File: config.mk
export PLATFORM = sky130hd
export DESIGN_NAME = act_issue_queue
export DESIGN_NICKNAME = d
export VERILOG_FILES = /design/src/rtl/act_pkg.sv /design/src/rtl/act_fifo.sv /design/src/rtl/act_issue_queue.sv
export SDC_FILE = /design/constraint.sdc
export NUM_CORES = 1
export LEC_CHECK = 0
export ABC_AREA = 0
export ABC_CLOCK_PERIOD_IN_PS = 4170
export BUFFER_PORTS_ARGS = -buffer_cell sky130_fd_sc_hd__buf_4
export CAP_MARGIN = 20
export CELL_PAD_IN_SITES_DETAIL_PLACEMENT = 0
export CELL_PAD_IN_SITES_GLOBAL_PLACEMENT = 2
export CORE_ASPECT_RATIO = 1.25
export CORE_MARGIN = 2
export CORE_UTILIZATION = 42
export DETAILED_ROUTE_END_ITERATION = 7
export GPL_ROUTABILITY_DRIVEN = 0
export PLACE_DENSITY = 0.84
export SETUP_SLACK_MARGIN = 0.3
export SYNTH_ARGS = -nofsm -noshare
export SYNTH_HDL_FRONTEND = slang
export SYNTH_SLANG_ARGS = --single-unit
File: constraint.sdc
create_clock -name Clock -period 4.17 [get_ports Clock]
set_input_delay 0.6255 -clock Clock [delete_from_list [all_inputs] [get_ports Clock]]
set_output_delay 0.6255 -clock Clock [all_outputs]
set_load 0.05 [all_outputs]
File: src/rtl/act_pkg.sv
// Shared types and default sizing for the ACT issue path in front of the tFAW checker.
package act_pkg;
  localparam int ACT_DEPTH  = 8;
  localparam int ACT_TRRD   = 4;
  localparam int ACT_BANK_W = 3;
  localparam int ACT_ROW_W  = 16;

  typedef struct packed {
    logic [ACT_BANK_W-1:0] bank;
    logic [ACT_ROW_W-1:0]  row;
  } act_cmd_t;

  typedef enum logic [1:0] {IDLE, REQ, HOLD} act_state_t;
endpackage

File: src/rtl/act_fifo.sv
// Generic DEPTH-entry FIFO; pointers carry a wrap bit so count is exact 0..DEPTH.
module act_fifo #(
  parameter int DEPTH = 8,
  parameter int W     = 19
) (
  input  logic                     Clock,
  input  logic                     Reset,
  input  logic                     push,
  input  logic [W-1:0]             din,
  input  logic                     pop,
  output logic [W-1:0]             dout,
  output logic                     full,
  output logic                     empty,
  output logic [$clog2(DEPTH):0]   count
);
  localparam int AW = $clog2(DEPTH);
  localparam logic [AW:0] ONE = 1;
  localparam logic [AW:0] FULL_CNT = DEPTH[AW:0];

  logic [W-1:0] mem [DEPTH];
  logic [AW:0]  wr_ptr, rd_ptr;
  logic         push_ok, pop_ok;

  assign push_ok = push & ~full;
  assign pop_ok  = pop & ~empty;

  always_ff @(posedge Clock or negedge Reset) begin
    if (!Reset) begin
      wr_ptr <= '0;
      rd_ptr <= '0;
    end else begin
      if (push_ok) wr_ptr <= wr_ptr + ONE;
      if (pop_ok)  rd_ptr <= rd_ptr + ONE;
    end
  end

  // Storage is not reset; a pointer reset is enough to discard contents.
  always_ff @(posedge Clock) begin
    if (push_ok) mem[wr_ptr[AW-1:0]] <= din;
  end

  assign count = wr_ptr - rd_ptr;
  assign full  = (count == FULL_CNT);
  assign empty = (count == '0);
  assign dout  = mem[rd_ptr[AW-1:0]];
endmodule

File: src/rtl/act_issue_queue.sv
// Buffers scheduler ACTs, requests the tFAW checker, and issues granted ACTs with tRRD spacing.
module act_issue_queue
  import act_pkg::*;
#(
  parameter int DEPTH  = ACT_DEPTH,
  parameter int BANK_W = ACT_BANK_W,
  parameter int ROW_W  = ACT_ROW_W,
  parameter int TRRD   = ACT_TRRD
) (
  input  logic                      Clock,
  input  logic                      Reset,
  input  logic                      in_valid,
  output logic                      in_ready,
  input  logic [BANK_W-1:0]         in_bank,
  input  logic [ROW_W-1:0]          in_row,
  output logic                      ACTREQ,
  input  logic                      ACTOK,
  output logic                      act_valid,
  output logic [BANK_W-1:0]         act_bank,
  output logic [ROW_W-1:0]          act_row,
  output logic [$clog2(DEPTH):0]    q_count
);
  localparam int CW    = $clog2(DEPTH) + 1;
  localparam int TW    = $clog2(TRRD + 1);
  localparam int CMD_W = BANK_W + ROW_W;

  act_state_t       state;
  logic [TW-1:0]    trrd_cnt;
  logic [CMD_W-1:0] head;
  logic             full, empty, push, issue;
  logic [CW-1:0]    count_nxt;

  assign in_ready  = Reset & ~full;
  assign push      = in_valid & in_ready;
  assign issue     = ACTREQ & ACTOK;
  assign count_nxt = q_count + CW'(push) - CW'(issue);

  act_fifo #(.DEPTH(DEPTH), .W(CMD_W)) u_fifo (
    .Clock (Clock),
    .Reset (Reset),
    .push  (push),
    .din   ({in_bank, in_row}),
    .pop   (issue),
    .dout  (head),
    .full  (full),
    .empty (empty),
    .count (q_count)
  );

  // ACTREQ is a flop updated with the state, so the grant never loops back into it.
  always_ff @(posedge Clock or negedge Reset) begin
    if (!Reset) begin
      state     <= IDLE;
      ACTREQ    <= 1'b0;
      trrd_cnt  <= '0;
      act_valid <= 1'b0;
      act_bank  <= '0;
      act_row   <= '0;
    end else begin
      act_valid <= issue;
      if (issue) {act_bank, act_row} <= head;
      case (state)
        IDLE: begin
          if (push || !empty) begin
            state  <= REQ;
            ACTREQ <= 1'b1;
          end
        end
        REQ: begin
          if (issue) begin
            if (TRRD > 1) begin
              state    <= HOLD;
              ACTREQ   <= 1'b0;
              trrd_cnt <= TW'(TRRD - 1);
            end else begin
              state  <= (count_nxt != '0) ? REQ : IDLE;
              ACTREQ <= (count_nxt != '0);
            end
          end
        end
        HOLD: begin
          if (trrd_cnt != '0) trrd_cnt <= trrd_cnt - TW'(1);
          if (trrd_cnt <= TW'(1)) begin
            state  <= (count_nxt != '0) ? REQ : IDLE;
            ACTREQ <= (count_nxt != '0);
          end
        end
        default: begin
          state  <= IDLE;
          ACTREQ <= 1'b0;
        end
      endcase
    end
  end
endmodule

==> metrics.yaml, run 1 <==
status:
  outcome: "completed"
final_layout:
  final_nets: 500
  syn2layout_area_growth_pct: 17.3
  diodes: 0
  drive_above_1_share_pct: 31.9
timing:
  worst_slew_pin_slew_ns: 0.805
  fmax_ghz: 0.278
  clock_skew_ns: 0.0155
  finalSetupTns_ns: 0
  finalHoldViolations: 0
  drv_slew: 0
  fin_crit_sh_pct: 86.3
  fin_crit_ns: 3.60
  setup_viol: 0
  setup_ws_ns: 0.571
  rsz0062_at_grt: "false"
  whs_ns: 0.281
  relSlewSlack_pct: 46.4
placed_design:
  dp_hpwl_um: 8170
  io_buffers: 48
  dp_slack_ns: 0.340
clocking:
  cts.reportedPaths.clkPinSlew_ns: 0.07
  cts_htree_levels: 4
  numCtsBuffers: 17
  cts-root-buf: "clkbuf_16"
  ctsHoldBuffers: 0
  clock_path_buffers: 2
  cts_tree: "built"
  cts.sinks: 186
  clock_latency_ns: 0.43
floorplanning:
  die_w_um: 123
  dieArea_um2: 18900
  core_area_um2: 17400
  die_h_um: 153
  placementRows: 54
  pin_count: 49
  initial_core_util_pct: 42.9
grt:
  gr-total-overflow: 0
  grt_pass1_vias: 3925
  antenna_found_initial: 0
  grt_first_pass_wirelength_um: 22200
  grt_max_degree: 46
  grt_usage_pct: 16.2
critical_path:
  r2r_slack_ns: 0.57
  start_kind: "register"
  required_ns: 4.46
  crit_path_max_fanout: 7
  timing.rr.end: "state[0]"
  r2r_start: "u_fifo.wr_ptr[0]"
  worstRegToRegCells: 18
  cp.arrival_ns: 3.88
  crit_path_end_kind: "register"
  crit_type: "register to register"
synth:
  synth_enable_flop_cells: 152
  yosysTopAreaCellShare_pct: 61.0
  synth_area_um2: 7490
  netlist_instances: 398
  synth_warnings: 0
  synth_seq_cells: 186
  synth_seq_area_share_pct: 72.3
  synth_most_common_cell: "edfxtp_1"
  ys.flop_type: "edfxtp_1"
  syn_area_per_cell_um2: 18.8
  synth.net_count: 437
  synth_top_area_cell: "edfxtp_1"
  ys_types: 40
  synth.area.top_cells: "edfxtp_1 61%, mux4_2 11%, dfrtp_1 11%"
  async_flop_share_pct: 18.3
  synth_top_cells_by_count: "152 x edfxtp_1, 38 x mux4_2, 34 x dfrtp_1, 25 x nor2_1, 23 x a21oi_1"
power_and_ir_drop:
  power_mw: 6.99
  p_leak_nw: 3.15
  power.density_nw_per_um2: 796
  peakVddDrop_mv: 0.465
worst_hold_path:
  worst_hold_path_type: "input pin to async pin"
drt:
  num_vias: 3701
  drt_iter0_drc: 257
  detail-route-antenna-nets: 0
  wl_um: 14100
  drc_errors: 0
  dr.pass1.iters: 4
  viasPerCell: 5.30
  wl_per_cell_um: 20.3
flow_run:
  cap_violations: 0
==> sequential cells by signal, summed over array words and instances, names as in the netlist <==
register       cells
state              2
ACTREQ             1
trrd_cnt           3
u_fifo.rd_ptr      4
act_bank           3
act_valid          1
u_fifo.mem       152
act_row           16
u_fifo.wr_ptr      4
==> report_power, final <==
group          leakage (nW)  internal (mW)  switching, mW  total, mW
clock network         0.290          0.947          0.647       1.59
registers              1.76           2.31          0.181       2.49
logic                  1.10           1.21           1.70       2.91
==> what timing repair did <==
item                       4_1_cts  5_1_grt
gates resized for setup          0        4
setup buffers                    0        2
setup endpoints to repair        0        2
==> kinds of logic (layout without fill, tap and decap cells) <==
| logic type | Yosys count | count (layout) | share of synthesized area (%) |
|---|---|---|---|
| AO/OA/AOI/OAI | 38 | 38 | 3.11 |
| AND/OR/NAND/NOR | 56 | 56 | 3.59 |
| XOR/XNOR | 11 | 11 | 1.29 |
| buffers and inverters | 32 | 108 | 2.52 |
| flip-flops | 186 | 186 | 72.3 |
| adder cells (fa/ha/maj) | 16 | 16 | 2.87 |
| multiplexers | 59 | 59 | 14.3 |
==> critical path, stage by stage (launching register included) <==
cell and delay [ns]:
dfrtp_2 0.47, inv_1 0.10, ha_1 0.14, inv_1 0.06
fa_1 0.40, xnor2_2 0.22, ha_2 0.21, nand3b_1 0.09
and2_4 0.17, nand2_4 0.13, ha_1 0.24, inv_1 0.05
ha_1 0.16, inv_1 0.06, fa_1 0.38, xor2_1 0.15
nand4b_1 0.14, a21oi_2 0.17, o32ai_1 0.09
==> worst max-delay path by stage <==
stage                      from  endpoint  slack (ns)  cells past startpoint
5_1_grt        u_fifo.wr_ptr[0]  state[0]        0.35                     18
4_1_cts        u_fifo.wr_ptr[0]  state[0]        0.32                     18
6_report       u_fifo.wr_ptr[0]  state[0]        0.57                     18
2_1_floorplan  u_fifo.rd_ptr[1]  state[0]        0.32                     20
3_3_place_gp   u_fifo.wr_ptr[0]  state[0]        0.56                     18
3_5_place_dp   u_fifo.wr_ptr[0]  state[0]        0.34                     18
==> metrics by stage <==
| step | std cells | instance area (um^2) | utilization, % |
|---|---|---|---|
| after detailed placement | 664 | 8160 | 46.8 |
| after global placement | 664 | 8160 | 46.8 |
| after global routing | 698 | 8780 | 50.4 |
| final | 698 | 8780 | 50.4 |
| after floorplan | 398 | 7560 | - |
| after CTS | 696 | 8750 | 50.2 |
==> routing by layer <==
metal | wire (um) | share of wire [%] | vias up | track usage (%)
met3 | 702 | 5.0 | 6 | 3.43
met1 | 5790 | 41 | 1928 | 20.5
met2 | 7550 | 53 | 84 | 27.2
li1 | - | - | 1683 | -
met4 | 106 | 0.75 | 0 | 6.17
met5 | 0 | 0 | - | 0
==> layout by cell type, fill, tap and decap left out, drive strengths merged, types with 3 or more instances in the layout <==
master	n
ha	14
mux2i	19
buf	63
dfrtp	34
xor2	5
nor2	25
mux4	38
edfxtp	152
nand2	7
inv	14
nand3b	3
a21oi	23
xnor2	6
clkbuf	22
clkinv	5
nand3	5
nor3	5
==> area by class of cell <==
class                      count  area [um^2]
fill                        1424         8650
timing repair buffer          63          473
tap                          224          280
inverter                      13         48.8
clock inverter                10          115
clock buffer                  22          484
multi-input combinational    180         1960
sequential                   186         5420
Power figures use the tool's default switching activity.
==> run 2: changes to the inputs <==
CELL_PAD_IN_SITES_DETAIL_PLACEMENT = not set   (was 0)
CELL_PAD_IN_SITES_GLOBAL_PLACEMENT = not set   (was 2)
CORE_UTILIZATION = 54   (was 42)
GPL_TIMING_DRIVEN = 0   (was not set)
PLACE_DENSITY = 0.83   (was 0.84)
==> run 2 against run 1 <==
Against the previous run:
- clock skew is 0.0078 ns lower
- register-to-register slack lost 0.14 ns
- worst hold slack got worse by 0.11 ns
- critical path depth is 1 higher
- utilization grew 16 points
- flip-flop and latch count stayed put
- maximum frequency fell by 3.9%
- setup slack lost 0.14 ns
- highest routed layer unchanged
- non-clock buffer count is 19 higher
- die area is 22% lower
==> metrics.yaml, run 2 (synthesized netlist as in run 1, its figures left out) <==
clocking:
  clock_latency_ns: 0.43
  cts_tree: "built"
  clock_path_buffers: 2
  cts_htree_levels: 4
  cts.sinks: 186
  cts.reportedPaths.clkPinSlew_ns: 0.07
  cts-root-buf: "clkbuf_16"
  numCtsBuffers: 17
timing:
  fmax_ghz: 0.267
  setup_viol: 0
  drv_slew: 0
  fin_crit_ns: 3.74
  rsz0062_at_grt: "false"
  clock_skew_ns: 0.00768
  relSlewSlack_pct: 53.2
  finalHoldViolations: 0
  fin_crit_sh_pct: 89.8
  worst_slew_pin_slew_ns: 0.701
drt:
  num_vias: 4089
  wl_per_cell_um: 24.0
  dr.pass1.iters: 5
  drt_iter0_drc: 524
  wl_um: 16000
  drc_errors: 0
  detail-route-antenna-nets: 0
  viasPerCell: 6.12
grt:
  grt_usage_pct: 23.2
  gr-total-overflow: 0
  antenna_found_initial: 0
  grt_max_degree: 38
  grt_pass1_vias: 4059
  grt_first_pass_wirelength_um: 24000
critical_path:
  crit_path_end_kind: "register"
  slowest_stage: "fa_2"
  cp.arrival_ns: 4.04
  crit_path_max_fanout: 5
  max_stage_delay_ns: 0.53
  start_kind: "register"
  crit_type: "register to register"
  path_cells: "buf_4 -> buf_8 -> inv_2 -> ha_1 -> a21o_1 -> a21o_4 -> xnor2_4 -> ha_2 -> nand3b_1 -> and2_4 -> nand2_8 -> ha_1 -> inv_1 -> ha_2 -> inv_1 -> fa_2 -> nand4b_1 -> a21oi_2 -> o32ai_1"
  required_ns: 4.47
placed_design:
  dp_hpwl_um: 9690
  io_buffers: 48
  place_area_um2: 8370
floorplanning:
  dieArea_um2: 14800
  die_h_um: 136
  initial_core_util_pct: 54.7
  core_area_um2: 13700
  placementRows: 48
  die_w_um: 109
  pin_count: 49
final_layout:
  multi_input_area_um2: 2010
  drive_above_1_share_pct: 34.3
  layout_common_cells: "152 x edfxtp_1, 56 x buf_4, 38 x mux4_2, 33 x dfrtp_1"
  diodes: 0
  utilization_pct: 66.1
  regArea_um2: 5420
  fin_area_um2: 9050
  final_common_cell: "edfxtp_1"
  fill_cells: 886
  largest_reg_flops: 152
  final_nets: 519
  syn2layout_area_growth_pct: 20.8
power_and_ir_drop:
  p_leak_nw: 3.27
  power.density_nw_per_um2: 808
  peakVddDrop_mv: 1.20
flow_run:
  cap_violations: 0
worst_hold_path:
  worst_hold_path_type: "input pin to async pin"
status:
  outcome: "completed"
-- run 2: changes by cell type in the layout (fill, tap and decap cells not counted), moves of 4 or more --
cell / before / now
buf_2: 0 / 6
nor3_4: 0 / 4
clkbuf_8: 4 / 0
inv_8: 0 / 4
nor3_2: 4 / 0
buf_6: 0 / 4
clkbuf_1: 1 / 5
buf_16: 0 / 6
buf_4: 63 / 56
-- run 2: worst paths after layout --
| kind | from | endpoint | slack [ns] | cells past startpoint |
|---|---|---|---|---|
| hold reg to reg | u_fifo.rd_ptr[3] | u_fifo.rd_ptr[3] | 0.49 | 1 |
| min in group Clock | in_bank[1] | u_fifo.mem[7][17] | 0.42 | 1 |
| hold / removal | Reset | act_valid | 0.17 | 1 |
| max in group asynchronous | Reset | u_fifo.wr_ptr[0] | 3.61 | 1 |
| setup reg to reg | u_fifo.rd_ptr[1] | state[0] | 0.43 | 19 |
| setup / recovery | u_fifo.rd_ptr[1] | state[0] | 0.43 | 19 |
-- run 2: routing by layer --
metal  vias to the layer above  share of wire, %  global-route usage (%)  wire, um
li1                       1728                 -                       -         -
met4                         0               1.8                    8.09       288
met1                      2154                39                    31.1      6320
met2                       182                53                    38.2      8470
met5                         -                 0                       0         0
met3                        25               5.9                    4.76       940
-- run 2: critical path: cells and delay by family, from the launching register on --
family	cells	cell delay, ns
AOI/OAI and AO/OA	4	0.72
xor gates and xnor gates	1	0.13
adders and majority gates	5	1.40
buffers and inverters	5	0.47
DFF	1	0.40
and+or+nand+nor	4	0.48
-- run 2: stage by stage --
step	std cells	power (mW)	hold slack (ns)	worst slack [ns]	setup TNS (ns)
2_1_floorplan	398	4.73	0.330	0.320	0
3_3_place_gp	621	5.39	0.476	-0.0715	-1.33
3_5_place_dp	630	5.61	0.482	0.164	0
4_1_cts	664	7.29	0.177	0.315	0
5_1_grt	668	7.64	0.205	0.289	0
6_report	668	7.31	0.168	0.427	0
-- run 2: area by class of cell --
cell class | count | share of cell area [%]
Timing Repair Buffer | 63 | 6.72
Tap cell | 175 | 2.42
Clock buffer | 17 | 4.70
Multi-Input combinational cell | 180 | 22.3
Inverter | 13 | 0.539
Sequential cell | 186 | 59.9
Clock inverter | 15 | 1.76
Buffer | 19 | 1.73
-- run 2: repair_timing --
item                                    in CTS  in global routing
hold buffers                                 0                  0
pin swaps                                    1                  3
setup buffers                                2                  4
endpoints found under the setup margin       2                  2
resized for setup                            7                  5
-- run 2: where the power goes --
| part | switching [mW] | leakage [nW] | internal, mW | total [mW] |
|---|---|---|---|---|
| logic | 1.87 | 1.23 | 1.36 | 3.23 |
| clock network | 0.737 | 0.282 | 0.848 | 1.58 |
| registers | 0.189 | 1.76 | 2.31 | 2.50 |
| total | 2.80 | 3.27 | 4.51 | 7.31 |
==> run 3: changes to the inputs <==
BUFFER_PORTS_ARGS = not set   (was -buffer_cell sky130_fd_sc_hd__buf_4)
CORE_UTILIZATION = 55   (was 54)
DONT_BUFFER_PORTS = 1   (was not set)
PLACE_DENSITY = 0.81   (was 0.83)
==> run 3 against run 2 <==
Against the previous run:
- wire length up 7.7%
- combinational power down 8.4%
- clock power up 6%
- sequential share of layout area up 0.33 points
- flip-flop and latch count unchanged
- setup slack worse by 0.22 ns
- clock skew up 0.0043 ns
==> metrics.yaml, run 3 (synthesized netlist as in run 1, its figures left out) <==
timing:
  rsz0062_at_grt: "true"
  worst_slew_pin_slew_ns: 0.842
  fmax_ghz: 0.252
  fin_crit_ns: 3.96
  setup_viol: 0
  clock_skew_ns: 0.0120
  setup_ws_ns: 0.206
  finalHoldViolations: 0
  fin_crit_sh_pct: 95.1
  drv_slew: 0
  relSlewSlack_pct: 43.9
final_layout:
  final_common_cell: "edfxtp_1"
  layout_common_cells: "152 x edfxtp_1, 38 x mux4_2, 31 x dfrtp_1, 22 x nor2_1, 22 x a21oi_1"
  largest_reg_flops: 152
  diodes: 0
  final_nets: 492
  drive_above_1_share_pct: 31.4
  syn2layout_area_growth_pct: 20.2
clocking:
  numCtsBuffers: 17
  cts.reportedPaths.clkPinSlew_ns: 0.07
  cts-root-buf: "clkbuf_16"
  cts_htree_levels: 4
  cts.sinks: 186
  cts_tree: "built"
  clock_path_buffers: 2
  clock_latency_ns: 0.43
critical_path:
  crit_path_max_fanout: 3
  cp.arrival_ns: 4.26
  setup.worst_path.start: "u_fifo.rd_ptr[1]"
  worstRegToRegCells: 20
  required_ns: 4.47
  r2r_start: "u_fifo.rd_ptr[1]"
  endpoint: "state[0]"
  slowest_stage: "dfrtp_1"
  timing.rr.end: "state[0]"
  cp.depth: 20
  crit_path_frequent_cell: "ha_4"
  start_kind: "register"
  crit_type: "register to register"
  crit_path_end_kind: "register"
  r2r_slack_ns: 0.21
  cp.buffers_inverters: 5
  path_cells: "clkbuf_8 -> buf_12 -> clkinv_8 -> ha_4 -> a21o_1 -> a21o_1 -> xnor2_4 -> ha_2 -> nand3b_1 -> and2_4 -> nand2_8 -> ha_4 -> inv_2 -> ha_4 -> inv_2 -> fa_2 -> xor2_2 -> nand4b_1 -> a21oi_2 -> o32ai_2"
  cpLargestDelayFamily: "adder cells"
  max_stage_delay_ns: 0.39
drt:
  num_vias: 3930
  detail-route-antenna-nets: 0
  wl_per_cell_um: 27.1
  drc_errors: 0
  viasPerCell: 6.18
  drt_iter0_drc: 406
  wl_um: 17300
  dr.pass1.iters: 5
floorplanning:
  placementRows: 47
  die_w_um: 108
  pin_count: 49
  core_area_um2: 13300
  initial_core_util_pct: 56.3
  dieArea_um2: 14600
  die_h_um: 134
flow_run:
  cap_violations: 0
grt:
  grt_first_pass_wirelength_um: 24500
  gr-total-overflow: 0
  grt_max_degree: 35
  grt_usage_pct: 24.1
  grt_pass1_vias: 4205
  antenna_found_initial: 0
power_and_ir_drop:
  p_leak_nw: 3.18
  power.density_nw_per_um2: 831
  power_mw: 7.48
  peakVddDrop_mv: 0.987
worst_hold_path:
  worst_hold_path_type: "input pin to async pin"
status:
  outcome: "completed"
placed_design:
  dp_hpwl_um: 9550
  dp_slack_ns: -0.268
  io_buffers: 0
run 3: layout make-up:
cell class / instances / area, um^2
Buffer: 19 / 180
Sequential cell: 186 / 5420
Clock inverter: 12 / 174
Fill cell: 806 / 4290
Timing Repair Buffer: 36 / 454
Tap cell: 171 / 214
Multi-Input combinational cell: 180 / 2070
Clock buffer: 19 / 433
Inverter: 13 / 61.3
run 3: metal layers:
| layer | vias to the layer above | share of wire [%] | track usage [%] |
|---|---|---|---|
| li1 | 1665 | - | - |
| met4 | 0 | 1.9 | 9.47 |
| met2 | 173 | 54 | 40.3 |
| met3 | 27 | 7.1 | 7.00 |
| met5 | - | 0 | 0 |
| met1 | 2065 | 37 | 29.6 |
run 3: worst register-to-register path: stages (launching register included):
cell	delay (ns)
dfrtp_1	0.39
clkbuf_8	0.15
buf_12	0.13
clkinv_8	0.04
ha_4	0.18
a21o_1	0.14
a21o_1	0.23
xnor2_4	0.39
ha_2	0.28
nand3b_1	0.15
and2_4	0.26
nand2_8	0.11
ha_4	0.20
inv_2	0.06
ha_4	0.12
inv_2	0.04
fa_2	0.35
xor2_2	0.15
nand4b_1	0.14
a21oi_2	0.21
o32ai_2	0.10
run 3: how the worst min path moves through the flow:
stage          start    endpoint  slack, ns  depth (start not counted)
2_1_floorplan  Reset      ACTREQ       0.33                          0
3_3_place_gp   Reset   act_valid       0.33                          0
3_5_place_dp   Reset   act_valid       0.33                          0
4_1_cts        Reset  act_row[6]       0.03                          1
5_1_grt        Reset  act_row[9]       0.03                          1
6_report       Reset  act_row[6]       0.03                          1
run 3: through the flow:
step           util, %  instances  cell area [um^2]  hold WS, ns  setup TNS [ns]
2_1_floorplan        -        398              7560        0.330               0
3_3_place_gp      58.5        569              7770        0.331          -27.30
3_5_place_dp      60.2        578              8000        0.331          -0.485
4_1_cts           66.5        625              8840       0.0284               0
5_1_grt           67.7        636              9000       0.0326               0
6_report          67.7        636              9000       0.0317               0
run 3: where the power goes:
part           internal (mW)  switching [mW]
Sequential              2.30           0.552
Clock                  0.998           0.670
Combinational           1.36            1.59
run 3: timing repair:
item / 4_1_cts / 5_1_grt
hold buffers: 1 / 0
cloned: 0 / 1
resized for setup: 25 / 14
hold endpoints to repair: 34 / 0
pin swaps: 11 / 13
setup endpoints to repair: 2 / 86
buffers inserted: 15 / 10
